===== src/rtl/fifo_wr_arb.sv =====
// Two-requester write arbiter for a downstream FIFO.
// Round-robin on ties, with bursts of at most MAX_BURST words per grant.
module fifo_wr_arb #(
    parameter int DATA_WIDTH = 8,
    parameter int MAX_BURST  = 4
) (
    input  logic                  clk,
    input  logic                  reset,
    input  logic                  req0,
    input  logic [DATA_WIDTH-1:0] data0,
    output logic                  ack0,
    input  logic                  req1,
    input  logic [DATA_WIDTH-1:0] data1,
    output logic                  ack1,
    input  logic                  fifo_full,
    output logic                  wr,
    output logic [DATA_WIDTH-1:0] w_data,
    output logic [1:0]            grant
);

    typedef enum logic [1:0] {
        IDLE,
        OWN0,
        OWN1
    } state_t;

    localparam logic [3:0] BURST_END = 4'(MAX_BURST);

    state_t     state;
    state_t     state_nxt;
    logic       last;
    logic       last_nxt;
    logic [3:0] burst_cnt;
    logic [3:0] cnt_nxt;
    logic [3:0] cnt_inc;

    assign cnt_inc = burst_cnt + 4'd1;

    always_ff @(posedge clk or posedge reset) begin
        if (reset) begin
            state     <= IDLE;
            last      <= 1'b1;
            burst_cnt <= 4'd0;
        end else begin
            state     <= state_nxt;
            last      <= last_nxt;
            burst_cnt <= cnt_nxt;
        end
    end

    always_comb begin
        state_nxt = state;
        last_nxt  = last;
        cnt_nxt   = burst_cnt;
        ack0      = 1'b0;
        ack1      = 1'b0;
        unique case (state)
            IDLE: begin
                cnt_nxt = 4'd0;
                // On a tie, the requester that did not own the last grant wins
                if (req0 && req1) begin
                    state_nxt = last ? OWN0 : OWN1;
                    last_nxt  = ~last;
                end else if (req0) begin
                    state_nxt = OWN0;
                    last_nxt  = 1'b0;
                end else if (req1) begin
                    state_nxt = OWN1;
                    last_nxt  = 1'b1;
                end
            end
            OWN0: begin
                if (!req0) begin
                    state_nxt = IDLE;
                end else if (!fifo_full) begin
                    ack0    = 1'b1;
                    cnt_nxt = cnt_inc;
                    if (cnt_inc == BURST_END)
                        state_nxt = IDLE;
                end
            end
            OWN1: begin
                if (!req1) begin
                    state_nxt = IDLE;
                end else if (!fifo_full) begin
                    ack1    = 1'b1;
                    cnt_nxt = cnt_inc;
                    if (cnt_inc == BURST_END)
                        state_nxt = IDLE;
                end
            end
            default: begin
                state_nxt = IDLE;
            end
        endcase
    end

    assign wr    = ack0 | ack1;
    assign grant = {state == OWN1, state == OWN0};

    always_comb begin
        w_data = '0;
        if (ack0)
            w_data = data0;
        else if (ack1)
            w_data = data1;
    end

endmodule


===== config.mk =====
export PLATFORM = sky130hd
export DESIGN_NAME = fifo_wr_arb
export DESIGN_NICKNAME = d
export VERILOG_FILES = /design/src/rtl/fifo_wr_arb.sv
export SDC_FILE = /design/constraint.sdc
export NUM_CORES = 1
export LEC_CHECK = 0
export CAP_MARGIN = 5
export CORE_MARGIN = 4
export CORE_UTILIZATION = 34
export DETAILED_ROUTE_END_ITERATION = 8
export GPL_TIMING_DRIVEN = 0
export PLACE_DENSITY_LB_ADDON = 0.08
export SLEW_MARGIN = 0
export SYNTH_ARGS = -nofsm -noshare
export SYNTH_HDL_FRONTEND = slang
export SYNTH_SLANG_ARGS = --single-unit
export TNS_END_PERCENT = 10

===== constraint.sdc =====
create_clock -name clk -period 1.4 [get_ports clk]
set_clock_uncertainty 0.1 [all_clocks]
set_input_delay 0.28 -clock clk [delete_from_list [all_inputs] [get_ports clk]]
set_output_delay 0.28 -clock clk [all_outputs]
set_load 0.02 [all_outputs]

==> results <==
worst paths after layout:
path / cells past startpoint / to / from / slack, ps
worst max-delay path: 6 / w_data[4] / state[1] / -540
worst min-delay path: 2 / burst_cnt[2] / reset / 140
worst max register to register: 6 / burst_cnt[0] / state[0] / -180
worst min register to register: 2 / last / last / 430
max in group asynchronous: 2 / last / reset / 800
min in group clk: 4 / burst_cnt[1] / fifo_full / 300
power breakdown:
group	switching, µW	total, µW	internal (µW)
clock network	83.3	193	109
registers	86.7	376	290
logic	597	1250	649
per-stage QoR:
stage,area (µm²),setup TNS (ps),power (µW),cells,setup WS (ps)
after floorplan,736,-3660,1100,65,-357
after global placement,1090,-14310,1390,122,-1120
after detailed placement,1090,-14360,1420,122,-1130
after CTS,1180,-5920,1780,132,-529
after global routing,1200,-7100,1930,132,-591
final,1200,-6050,1820,132,-544
flip-flops by register name, indices dropped and copies added (netlist names):
register,cells
last,1
state,2
burst_cnt,4
worst max-delay path, delay by kind of cell, from the launching register on:
family | cells | cell delay [ps]
AOI/OAI and AO/OA | 1 | 230
adders and majority gates | 1 | 150
DFF | 1 | 440
buffers and inverters | 2 | 210
and+or+nand+nor | 2 | 280
cell usage after synthesis (2+ instances only):
master   count
o21ai_0      3
inv_1        6
nand2_1      6
a22o_2       3
ha_1         5
and2_1       2
dfrtp_1      6
nor2_1       2
a22o_1      10
cell families (layout without fill, tap and decap cells):
group	Yosys count	after routing	synth area share
AOI/OAI and AO/OA	23	23	0.322
and+or+nand+nor	21	21	0.204
buffers and inverters	8	50	0.0672
DFF	7	7	0.287
adders and majority gates	5	5	0.102
muxes	1	1	0.0183
per-layer routing:
metal / vias to the layer above / GRT usage
met5: - / 0
met4: 0 / 0.0404
met3: 5 / 0.0653
met2: 20 / 0.285
met1: 310 / 0.168
li1: 326 / -
cell type report:
cell class | instances | area share
buffer | 1 | 0.00939
clock buffer | 4 | 0.0219
inverter | 6 | 0.0188
multi-input combinational | 50 | 0.466
sequential | 7 | 0.149
tap | 25 | 0.0261
timing repair buffer | 39 | 0.309
cell usage in the layout (no fill, tap or decap), drive strengths merged:
master	n
a211o	1
a31oi	1
mux2	1
clkbuf	4
nand2b	2
nand4b	1
or2	2
buf	20
o31ai	1
nor2	3
o21ai	3
dlygate4sd2	3
nor3	2
and3	1
dfrtp	6
nand2	6
ha	5
clkdlybuf4s50	17
inv	6
nand3b	1
and2	2
dfstp	1
o21bai	1
a21oi	1
o22ai	2
a22o	13
nor4	1
repair_timing:
action | 4_1_cts | 5_1_grt
endpoints found under the hold margin | 0 | 0
buffers inserted | 7 | 0
setup endpoints to repair | 19 | 19
pin swaps | 5 | 2
gates cloned | 0 | 0
resized for setup | 78 | 3
==> impl_metrics.csv <==
group,metric,value,unit
final_layout,multi_input_area,558,µm²
final_layout,diodes,0,
pwr,p_leak,0.000567,µW
worst_setup_path,worstPathMaxFanout,8,
floorplan,dieHeight,50.5,µm
final_layout,nets,134,
clock_network,cts_buffer_depth,2,
timing,hold_viol,0,
yosys,async_reset_ff_frac,1.00,
status,violations,"setup timing",
worst_setup_path,crit_chain,"inv_2 -> ha_4 -> nand2_4 -> and2_4 -> a22o_4 -> buf_6",
global_routing,grt-ovfl-total,0,
final_layout,nFillCells,135,
timing,max_freq,514,MHz
place,hpwl,1.49,mm
yosys,synth_area_leaders,"dfrtp_1 (24%), a22o_1 (14%), ha_1 (10%)",
global_routing,track_usage,0.158,
global_routing,grt_pass1_wl,2.97,mm
worst_setup_path,startpoint_type,"register",
drt,dr.max_layer_used,"met4",
pwr,power_density,1510,nW/µm²
timing,worstMarginPinSlew,320,ps
drt,viasPerCell,5.01,
clock_network,cts.sinks,7,
yosys,syn_area_per_cell,9.45,µm²
clock_network,cts_tree,"done",
floorplan,core-area,1730,µm²
status,status,"finished with violations",
worst_setup_path,arrival,1560,ps
yosys,ys_seq_area_frac,0.287,
yosys,yosysTopAreaCellShare,0.244,
worst_setup_path,worstPathRequired,1020,ps
global_routing,grt_max_degree,10,
drt,ant_nets,0,
timing,slew_viol_final,0,
worst_setup_path,cpMaxStageDelayCell,"dfrtp_2",
clock_network,clk_pin_slew,60,ps
floorplan,fp-row-count,15,
job,cap_violations,0,
yosys,yosysUniqueCellTypes,31,
floorplan,die_area,2550,µm²
drt,dr.first_iter.drc_count,10,
yosys,synth_fp_nets,91,
global_routing,grt_pass1_vias,627,
timing,post-route-period-util,1.39,
pwr,ir_worst_vdd,1.83,mV
clock_network,numCtsBuffers,3,
drt,vias,661,
final_layout,area_delta_synth_final,95.1,%
worst_hold_path,hold_class,"in2async",
final_layout,final-seq-area,179,µm²
drt,drt-pass1-iter-count,4,
drt,route.detailed.drc,0,
yosys,yosys_warnings,0,
drt,met2_length,1.07,mm
floorplan,start_util,0.356,
yosys,synth-edff-count,0,
worst_setup_path,crit_path_max_incr_delay,440,ps
worst_setup_path,worst-setup-path-type,"reg2out",
final_layout,postLayoutCoreUtil,0.694,
yosys,syn-instance-count,65,
yosys,ys_seq_elements,7,
timing,hold_slack,137,ps
drt,met3_length,130,µm
timing,setup_viol,18,
clock_network,holdBufCountCts,0,
place,gp_congestion,0.730,
clock_network,cts-htree-levels,1,
yosys,synth_area,614,µm²
drt,wl_met1,741,µm
timing,relSlewSlack,0.787,
place,portBuffers,32,
timing,rsz0062_at_grt,"yes",
clock_network,clkLatencyLatePin,270,ps
drt,routedWlPerCell,14.8,µm
worst_setup_path,crit_path_end_kind,"primary output",
timing,finalCriticalPeriod,1940,ps
timing,fin_ws,-544,ps
clock_network,root_buffer,"clkbuf_4",
floorplan,die_w,50.5,µm
yosys,ys.flop_type,"dfrtp_1",
yosys,synth_area_leader_cell,"dfrtp_1",
drt,drt_wl_total,1.96,mm
final_layout,drive_above_1_share,0.523,
floorplan,ios,34,
global_routing,antenna_found_initial,0,
No activity file was read; power rests on OpenSTA's default activity.
